<file path="src/rtl/hsi_tx_sched_pkg.sv">
// ============================================================================
// Module   : hsi_tx_sched_pkg
// Purpose  : Shared state encoding, buffer-select codes and message lengths
//            for the HSI transmit scheduler.
// Revision : 1.0 - initial release
// ============================================================================
`default_nettype none

package hsi_tx_sched_pkg;

    localparam int STATE_W = 3;

    localparam logic [STATE_W-1:0] ST_IDLE  = 3'd0;
    localparam logic [STATE_W-1:0] ST_FETCH = 3'd1;
    localparam logic [STATE_W-1:0] ST_LOAD  = 3'd2;
    localparam logic [STATE_W-1:0] ST_OFFER = 3'd3;
    localparam logic [STATE_W-1:0] ST_DONE  = 3'd4;

    localparam logic SEL_TM = 1'b0;
    localparam logic SEL_SR = 1'b1;

    // Same 4 + 62 + 2 frame layout the timing generator uses for CCW_TX_TIME
    localparam int FRAME_SVC_BYTES  = 4;
    localparam int FRAME_DATA_BYTES = 62;
    localparam int FRAME_CRC_BYTES  = 2;
    localparam int TM_FRAME_LEN     = FRAME_SVC_BYTES + FRAME_DATA_BYTES + FRAME_CRC_BYTES;
    localparam int SR_FRAME_LEN     = 8;

endpackage

`default_nettype wire

</file>
<file path="src/rtl/hsi_tx_byte_tmo.sv">
// ============================================================================
// Module   : hsi_tx_byte_tmo
// Purpose  : Per-byte stall counter; expire marks the BYTE_TMO-th stalled cycle.
// Revision : 1.0 - initial release
// ============================================================================
`default_nettype none

module hsi_tx_byte_tmo #(
    parameter int BYTE_TMO = 4095,
    parameter int TMO_W    = 12
) (
    input  logic clk,
    input  logic rst,
    input  logic start,
    input  logic stall,
    output logic expire
);

    localparam logic [TMO_W-1:0] TMO_LAST = TMO_W'(BYTE_TMO - 1);

    logic [TMO_W-1:0] cnt_q;
    logic [TMO_W-1:0] cnt_d;

    always_comb begin
        cnt_d = cnt_q;
        if (start) begin
            cnt_d = '0;
        end else if (stall) begin
            cnt_d = cnt_q + TMO_W'(1);
        end
    end

    always_ff @(posedge clk or posedge rst) begin
        if (rst) begin
            cnt_q <= '0;
        end else begin
            cnt_q <= cnt_d;
        end
    end

    // Fires while the last permitted stall cycle is in progress
    assign expire = stall && (cnt_q == TMO_LAST);

endmodule

`default_nettype wire

</file>
<file path="src/rtl/hsi_tx_sched.sv">
// ============================================================================
// Module   : hsi_tx_sched
// Purpose  : Arbitrates TM / SR transmit requests and streams the granted
//            buffer byte by byte into the HSI byte transmitter.
// Revision : 1.0 - initial release
// ============================================================================
`default_nettype none

module hsi_tx_sched
    import hsi_tx_sched_pkg::*;
#(
    parameter int TM_LEN   = TM_FRAME_LEN,
    parameter int SR_LEN   = SR_FRAME_LEN,
    parameter int ADDR_W   = 7,
    parameter int BYTE_TMO = 4095,
    parameter int TMO_W    = 12
) (
    input  logic              clk,
    input  logic              rst,
    input  logic              tm_tx_rdy,
    output logic              tm_tx_ack,
    input  logic              sr_tx_rdy,
    output logic              sr_tx_ack,
    input  logic              pre_tm,
    output logic              buf_sel,
    output logic [ADDR_W-1:0] buf_addr,
    input  logic [7:0]        buf_data,
    output logic [7:0]        byte_data,
    output logic              byte_valid,
    input  logic              byte_ready,
    output logic              busy,
    output logic              msg_done,
    output logic              tmo_err
);

    logic [STATE_W-1:0] state_q, state_d;
    logic [ADDR_W-1:0]  idx_q, idx_d;
    logic [ADDR_W-1:0]  last_idx_q, last_idx_d;
    logic               sel_q, sel_d;
    logic [7:0]         byte_data_q, byte_data_d;

    logic grant_tm;
    logic grant_sr;
    logic handshake;
    logic tmo_start;
    logic tmo_stall;
    logic tmo_expire;

    // TM always wins; SR is held off during the pre-telemetry guard window
    always_comb begin
        grant_tm  = (state_q == ST_IDLE) && tm_tx_rdy;
        grant_sr  = (state_q == ST_IDLE) && !tm_tx_rdy && sr_tx_rdy && !pre_tm;
        handshake = (state_q == ST_OFFER) && byte_ready;
        tmo_start = (state_q == ST_LOAD);
        tmo_stall = (state_q == ST_OFFER) && !byte_ready;
    end

    hsi_tx_byte_tmo #(
        .BYTE_TMO (BYTE_TMO),
        .TMO_W    (TMO_W)
    ) u_byte_tmo (
        .clk    (clk),
        .rst    (rst),
        .start  (tmo_start),
        .stall  (tmo_stall),
        .expire (tmo_expire)
    );

    always_ff @(posedge clk or posedge rst) begin
        if (rst) begin
            state_q     <= ST_IDLE;
            idx_q       <= '0;
            last_idx_q  <= '0;
            sel_q       <= SEL_TM;
            byte_data_q <= '0;
        end else begin
            state_q     <= state_d;
            idx_q       <= idx_d;
            last_idx_q  <= last_idx_d;
            sel_q       <= sel_d;
            byte_data_q <= byte_data_d;
        end
    end

    always_comb begin
        state_d = state_q;
        case (state_q)
            ST_IDLE:  if (grant_tm || grant_sr) state_d = ST_FETCH;
            ST_FETCH: state_d = ST_LOAD;
            ST_LOAD:  state_d = ST_OFFER;
            ST_OFFER: begin
                if (handshake) begin
                    state_d = (idx_q == last_idx_q) ? ST_DONE : ST_FETCH;
                end else if (tmo_expire) begin
                    state_d = ST_IDLE;
                end
            end
            ST_DONE:  state_d = ST_IDLE;
            default:  state_d = ST_IDLE;
        endcase
    end

    // Index is cleared on every grant too, since a timeout abort skips DONE
    always_comb begin
        idx_d       = idx_q;
        last_idx_d  = last_idx_q;
        sel_d       = sel_q;
        byte_data_d = byte_data_q;
        if (grant_tm) begin
            sel_d      = SEL_TM;
            last_idx_d = ADDR_W'(TM_LEN - 1);
            idx_d      = '0;
        end else if (grant_sr) begin
            sel_d      = SEL_SR;
            last_idx_d = ADDR_W'(SR_LEN - 1);
            idx_d      = '0;
        end
        if (state_q == ST_LOAD) begin
            byte_data_d = buf_data;
        end
        if (handshake) begin
            idx_d = idx_q + ADDR_W'(1);
        end
        if (state_q == ST_DONE) begin
            idx_d = '0;
        end
    end

    always_comb begin
        tm_tx_ack  = grant_tm && !rst;
        sr_tx_ack  = grant_sr && !rst;
        buf_sel    = sel_q;
        buf_addr   = idx_q;
        byte_data  = byte_data_q;
        byte_valid = (state_q == ST_OFFER);
        busy       = (state_q != ST_IDLE);
        msg_done   = (state_q == ST_DONE);
        tmo_err    = (state_q == ST_OFFER) && tmo_expire;
    end

endmodule

`default_nettype wire

</file>
<file path="config.mk">
export PLATFORM = sky130hd
export DESIGN_NAME = hsi_tx_sched
export DESIGN_NICKNAME = d
export VERILOG_FILES = /design/src/rtl/hsi_tx_sched_pkg.sv /design/src/rtl/hsi_tx_byte_tmo.sv /design/src/rtl/hsi_tx_sched.sv
export SDC_FILE = /design/constraint.sdc
export NUM_CORES = 1
export LEC_CHECK = 0
export CAP_MARGIN = 20
export CORE_UTILIZATION = 25
export DETAILED_ROUTE_END_ITERATION = 10
export GPL_ROUTABILITY_DRIVEN = 1
export PLACE_DENSITY_LB_ADDON = 0.08
export SLEW_MARGIN = 20
export SYNTH_ARGS = -nofsm -noshare
export SYNTH_HDL_FRONTEND = slang
export SYNTH_SLANG_ARGS = --single-unit
</file>
<file path="constraint.sdc">
create_clock -name clk -period 1.55 [get_ports clk]
set_input_delay 0.155 -clock clk [delete_from_list [all_inputs] [get_ports clk]]
set_output_delay 0.155 -clock clk [all_outputs]
set_load 0.05 [all_outputs]
</file>
# Yosys cells after proc, flatten, opt, wreduce, memory -nomap -nowiden
# Cells that the tools add are included.
[totals]
regBits = 38
input_bits = 14
output_inout_bits = 22
word_cells = 52
[op_classes]
add_sub_neg = 2
eq_ne = 8
n_mux = 15
n_reduce_logical = 21
[ops]
columns = ["op", "n"]
rows = [
  ["$mux 7", 6],
  ["$mux 12", 2],
  ["$add 12x1->12 const B", 1],
  ["$eq 12x12->1 const B", 1],
  ["$mux 3", 4],
  ["$pmux 3 s4", 1],
  ["$logic_and 1x1->1", 10],
  ["$add 7x1->7 const B", 1],
  ["$eq 7x7->1", 1],
  ["$eq 3x2->1 const B", 2],
  ["$logic_not 1->1", 4],
  ["$reduce_bool 2->1", 2],
  ["$reduce_bool 4->1", 1],
  ["$eq 3x1->1 const B", 1],
  ["$eq 3x3->1 const B", 1],
  ["$logic_not 3->1", 1],
  ["$ne 3x1->1 const B", 1],
  ["$reduce_bool 3->1", 1],
  ["$mux 1", 2],
  ["$ne 2x1->1 const B", 1],
  ["$reduce_and 2->1", 1],
  ["$logic_or 1x1->1", 1],
]

# Depth between registers and ports, before layout
# Gate-level depths: netlist (run 1).
[logic_depth]
ltp_word = 8
depth_mapped = 7
ltp_nobuf = 6

# Modules after synthesis
# Synthesis (run 1) repeated with hierarchy kept, for this count alone.
[unflattened]
cells_unflattened = 161
area_unflattened_um2 = 1689.1
[by_module_without_submodules]
columns = ["mod", "n_inst", "cells_per_inst", "area_per_inst_um2", "seq_area_each_um2"]
rows = [
  ["hsi_tx_sched", 1, 95, 1053.5, 525.5],
  ["hsi_tx_byte_tmo", 1, 66, 635.6, 300.3],
]

# Least setup slack after synthesis (run 1)
# OpenSTA, ideal clock, no wires.
[synth_timing]
path_kind = "flip-flop to output port"
from = "register state_q[0]"
to = "output sr_tx_ack"
arrival_ns = 2.828
required_ns = 1.395
setup_slack_ns = -1.433
stages_incl_launch_ff = 5
path_buffers = 1
cell_sequence = "dfrtp_1 -> buf_4 -> nor3_2 -> inv_1 -> nor4b_1"
[synth_via]
elab_chain_len = 5
[synth_rtl]
columns = ["item", "line_no", "rtl"]
rows = [
  ["start, declared", "hsi_tx_sched.sv:36", "logic [STATE_W-1:0] state_q, state_d;"],
  ["start signal, assigned", "hsi_tx_sched.sv:77", "state_q <= state_d;"],
  ["$logic_not 3->1", "hsi_tx_sched.sv:52", "grant_sr = (state_q == ST_IDLE) && !tm_tx_rdy && sr_tx_rdy && !pre_tm;"],
  ["$logic_and 1x1->1 (3 in a row)", "hsi_tx_sched.sv:52", ""],
  ["$logic_and 1x1->1", "hsi_tx_sched.sv:131", "sr_tx_ack = grant_sr && !rst;"],
  ["end, declared", "hsi_tx_sched.sv:23", "output logic sr_tx_ack,"],
]
# No other way between the ends.

# Worst setup path in the final report (run 1)
[layout_timing]
from = "register u_byte_tmo.cnt_q[0]"
to = "output tmo_err"
[layout_via]
elab_chain_len = 3
[layout_rtl]
columns = ["item", "line_no", "rtl"]
rows = [
  ["start, declared", "hsi_tx_byte_tmo.sv:21", "logic [TMO_W-1:0] cnt_q;"],
  ["start signal, assigned", "hsi_tx_byte_tmo.sv:37", "cnt_q <= cnt_d;"],
  ["$eq 12x12->1", "hsi_tx_byte_tmo.sv:42", "assign expire = stall && (cnt_q == TMO_LAST);"],
  ["$logic_and 1x1->1", "hsi_tx_byte_tmo.sv:42", ""],
  ["$logic_and 1x1->1", "hsi_tx_sched.sv:138", "tmo_err = (state_q == ST_OFFER) && tmo_expire;"],
  ["end, declared", "hsi_tx_sched.sv:33", "output logic tmo_err"],
]
# No other way between the ends.

==> impl_metrics.csv, run 1 <==
group,metric,value,unit
global_routing,grt_pass1_vias,1552,
route,num_vias,1454,
route,drc,5,
setup_path,slowest_delay,530,ps
route,drtPass1Iterations,7,
sta,fmax,0.5278,GHz
global_routing,grt_max_degree,34,
sta,fin_crit,1894,ps
sta,worst_slack,-344.5,ps
yosys,synthDistinctLibCells,40,
status,status,"finished with violations",
route,ant_nets,0,
sta,worstMarginPinSlew,441.6,ps
die,placeableCoreArea,0.006422,mm²
cells_and_area,instances_no_fill,312,
route,routed_wl,4405,µm
route,wl_met1,2030,µm
yosys,yosys_register_bits,33,
run,drv_cap,0,
yosys,synth_top_family_by_area,"simple AND/OR/NAND/NOR gates",
status,violations,"design-rule violations, negative setup slack",
cells_and_area,area_growth,63.79,%
setup_path,critPathRequiredTime,1390,ps
setup_path,r2r-end,"state_q[0]",
yosys,synth_ff_type,"dfrtp_1",
place,io_buffers,35,
yosys,ys_async_sr_fraction,1.000,
worst_hold_path,hp-class,"input port to asynchronous set/reset pin",
die,die_x,84.05,µm
setup_path,crit_path_top_delay_cell,"or4_4",
setup_path,arrival,1740,ps
yosys,syn_nets,174,
pwr,p_switching,2019,µW
setup_path,path_max_fanout,2,
clocking,clockBufferDepth,2,
die,ios,36,
cells_and_area,final_nets,251,
setup_path,crit_chain,"inv_2 > ha_4 > nand3_2 > or4_4 > nor2_4 > buf_12",
yosys,synth-adder-area-share,0.02230,
setup_path,worst_setup_path_end_kind,"primary output",
pwr,p_clk_frac,0.139,
yosys,avgSynthCellArea,10.72,µm²
yosys,yosys_warnings,0,
place,place_congestion,0.7481,
die,rows,29,
die,initial_core_util,0.2620,
clocking,clk_latency,280,ps
route,dr_wl_met2,2151,µm
sta,hold_viol,0,
cells_and_area,utilization,0.4292,
setup_path,rr_worst_depth,7,
route,drt_iter0_markers,41,
setup_path,startpoint_type,"flop",
sta,slew_headroom,0.7056,
yosys,synthCells,157,
yosys,synthXorXnorAreaFrac,0.06766,
yosys,synth_mux_area_frac,0.06022,
global_routing,antenna_found_initial,0,
yosys,synth_compound_area_frac,0.1011,
route,wl_met3,167,µm
place,placedCellCount,291,
pwr,p_comb_frac,0.589,
die,die-height,84.05,µm
pwr,p_seq_frac,0.271,
pwr,p_leak,0.001188,µW
global_routing,grt_use_total,0.1337,
sta,rsz0062_at_grt,"yes",
sta,fin_skew,8.592,ps
cells_and_area,num-fill-cells,602,
global_routing,grt_pass1_wl,7362,µm
sta,finalCritPeriodShare,1.222,
sta,slew_viol_final,0,
sta,finalSetupViolCount,11,
setup_path,reg2reg_slack,-70,ps
yosys,ys_seq_area_frac,0.4907,
yosys,yosys.area_share.simple,0.2149,
setup_path,criticalPathCategory,"flop to primary output",
pwr,powerDensity,1739,mW/mm²
clocking,clkTransAtPathRegs,70,ps
clocking,cts.sinks,33,
setup_path,r2r-start,"u_byte_tmo.cnt_q[0]",
place,place_hpwl,2880,µm
pwr,swShare,0.4212,
clocking,cts_tree,"yes",
global_routing,grt-ovfl-total,0,
route,detail_route.vias_per_cell,4.660,
route,highest_layer,"met4",
clocking,ctsHtreeMaxLevel,2,
die,die-area,0.007064,mm²
yosys,syn_area,0.001683,mm²
clocking,numCtsBuffers,5,
cells_and_area,antenna-diode-count,0,
pwr,internal_power,2775,µW
yosys,synth-edff-count,0,
route,wire_per_inst,14.12,µm
clocking,cts-root-buf,"clkbuf_8",
sta,fin_setup_tns,-760.5,ps
cells_and_area,drive_above_1_share,0.4979,
place,dp_slack,-166.2,ps
pwr,vdd_drop_max,898.1,µV
-- how the worst max path moves through the flow --
stage / startpoint / end / slack (ps)
2_1_floorplan: state_q[0] / sr_tx_ack / -290
3_3_place_gp: byte_ready / u_byte_tmo.cnt_q[8] / -100
3_5_place_dp: byte_ready / u_byte_tmo.cnt_q[8] / -170
4_1_cts: u_byte_tmo.cnt_q[0] / tmo_err / -370
5_1_grt: u_byte_tmo.cnt_q[0] / tmo_err / -410
6_report: u_byte_tmo.cnt_q[0] / tmo_err / -340
-- logic make-up (layout without fill, tap and decap cells) --
family / after synthesis / in the layout
buffers and inverters: 13 / 91
AOI/OAI and AO/OA: 25 / 25
and+or+nand+nor: 61 / 61
DFF: 33 / 33
muxes: 9 / 9
xor gates and xnor gates: 13 / 13
adders and majority gates: 3 / 3
-- power by group through the flow --
stage	sequential [µW]	combinational (µW)	clock [µW]
floorplan	1800	947	0
global placement	1320	2180	0
detailed placement	1320	2210	0
CTS	1300	2620	699
global route	1330	2990	742
finish	1300	2820	669
-- critical path: cells and delay by family, from the launching register on --
family                     cells  cell delay (ps)
buffers and inverters          2              220
adders and majority gates      1              120
DFF                            1              380
and+or+nand+nor                3              740
-- cells in the final DEF, fill, tap and decap left out, drive strengths merged, types with 5 or more instances in the layout --
cell / instances
nor2: 14
buf: 65
clkdlybuf4s50: 13
nand3: 5
o21ai: 7
xnor2: 11
dfrtp: 33
mux2: 9
nand2: 10
a21oi: 6
nor4: 5
clkbuf: 8
nor3: 8
-- per-stage QoR --
stage               hold WS, ps  instance area [µm²]  total power [µW]
detailed placement        497.7                 2349              3530
global route              466.3                 2756              5062
floorplan                 92.09                 1730              2751
global placement          496.1                 2349              3498
CTS                       440.3                 2616              4611
finish                    425.6                 2756              4794
-- layer usage --
layer,vias up,GRT usage
li1,712,-
met1,706,0.1627
met2,30,0.2235
met3,6,0.03759
met4,0,0.05172
met5,-,0
-- flip-flops by register name (all words and copies together) (netlist names) --
register	count
u_byte_tmo.cnt_q	12
byte_data	8
buf_addr	7
last_idx_q	3
state_q	3
-- area by class of cell --
cell class	count	area, µm²	share of cell area
Tap cell	77	96.34	0.03495
Multi-Input combinational cell	111	980.9	0.3559
Clock buffer	8	90.09	0.03268
Timing Repair Buffer	78	732.0	0.2655
Inverter	5	22.52	0.008171
Sequential cell	33	834.6	0.3028
-- synth_stat cells (all sizes together), types with 2 or more instances --
cell type	count	area share
dfrtp	33	0.49
nor2	14	0.037
xnor2	11	0.057
nand2	10	0.022
mux2	9	0.060
nor3	8	0.030
buf	7	0.030
o21ai	7	0.021
a21oi	6	0.018
inv	5	0.011
nand3	5	0.015
nor4	5	0.019
a22o	4	0.021
nand4	4	0.015
ha	3	0.022
nor3b	2	0.0089
o22a	2	0.010
or3	2	0.0074
or4	2	0.0089
xor2	2	0.010
-- what timing repair did --
action / in CTS / in global routing
hold endpoints to repair: 0 / 0
pin swaps: 6 / 11
setup endpoints to repair: 16 / 23
gates resized for setup: 30 / 22
hold buffers: 0 / 0
buffers inserted: 7 / 6
cloned: 1 / 0
Power figures use the tool's default switching activity.
==> run 2: changes to the inputs <==
--- a/config.mk
+++ b/config.mk
@@ -14,3 +14,4 @@
 export SYNTH_ARGS = -nofsm -noshare
 export SYNTH_HDL_FRONTEND = slang
 export SYNTH_SLANG_ARGS = --single-unit
+export TNS_END_PERCENT = 100
==> results of run 2 <==
Final layout, timing and power as in run 1 (identical DEF).
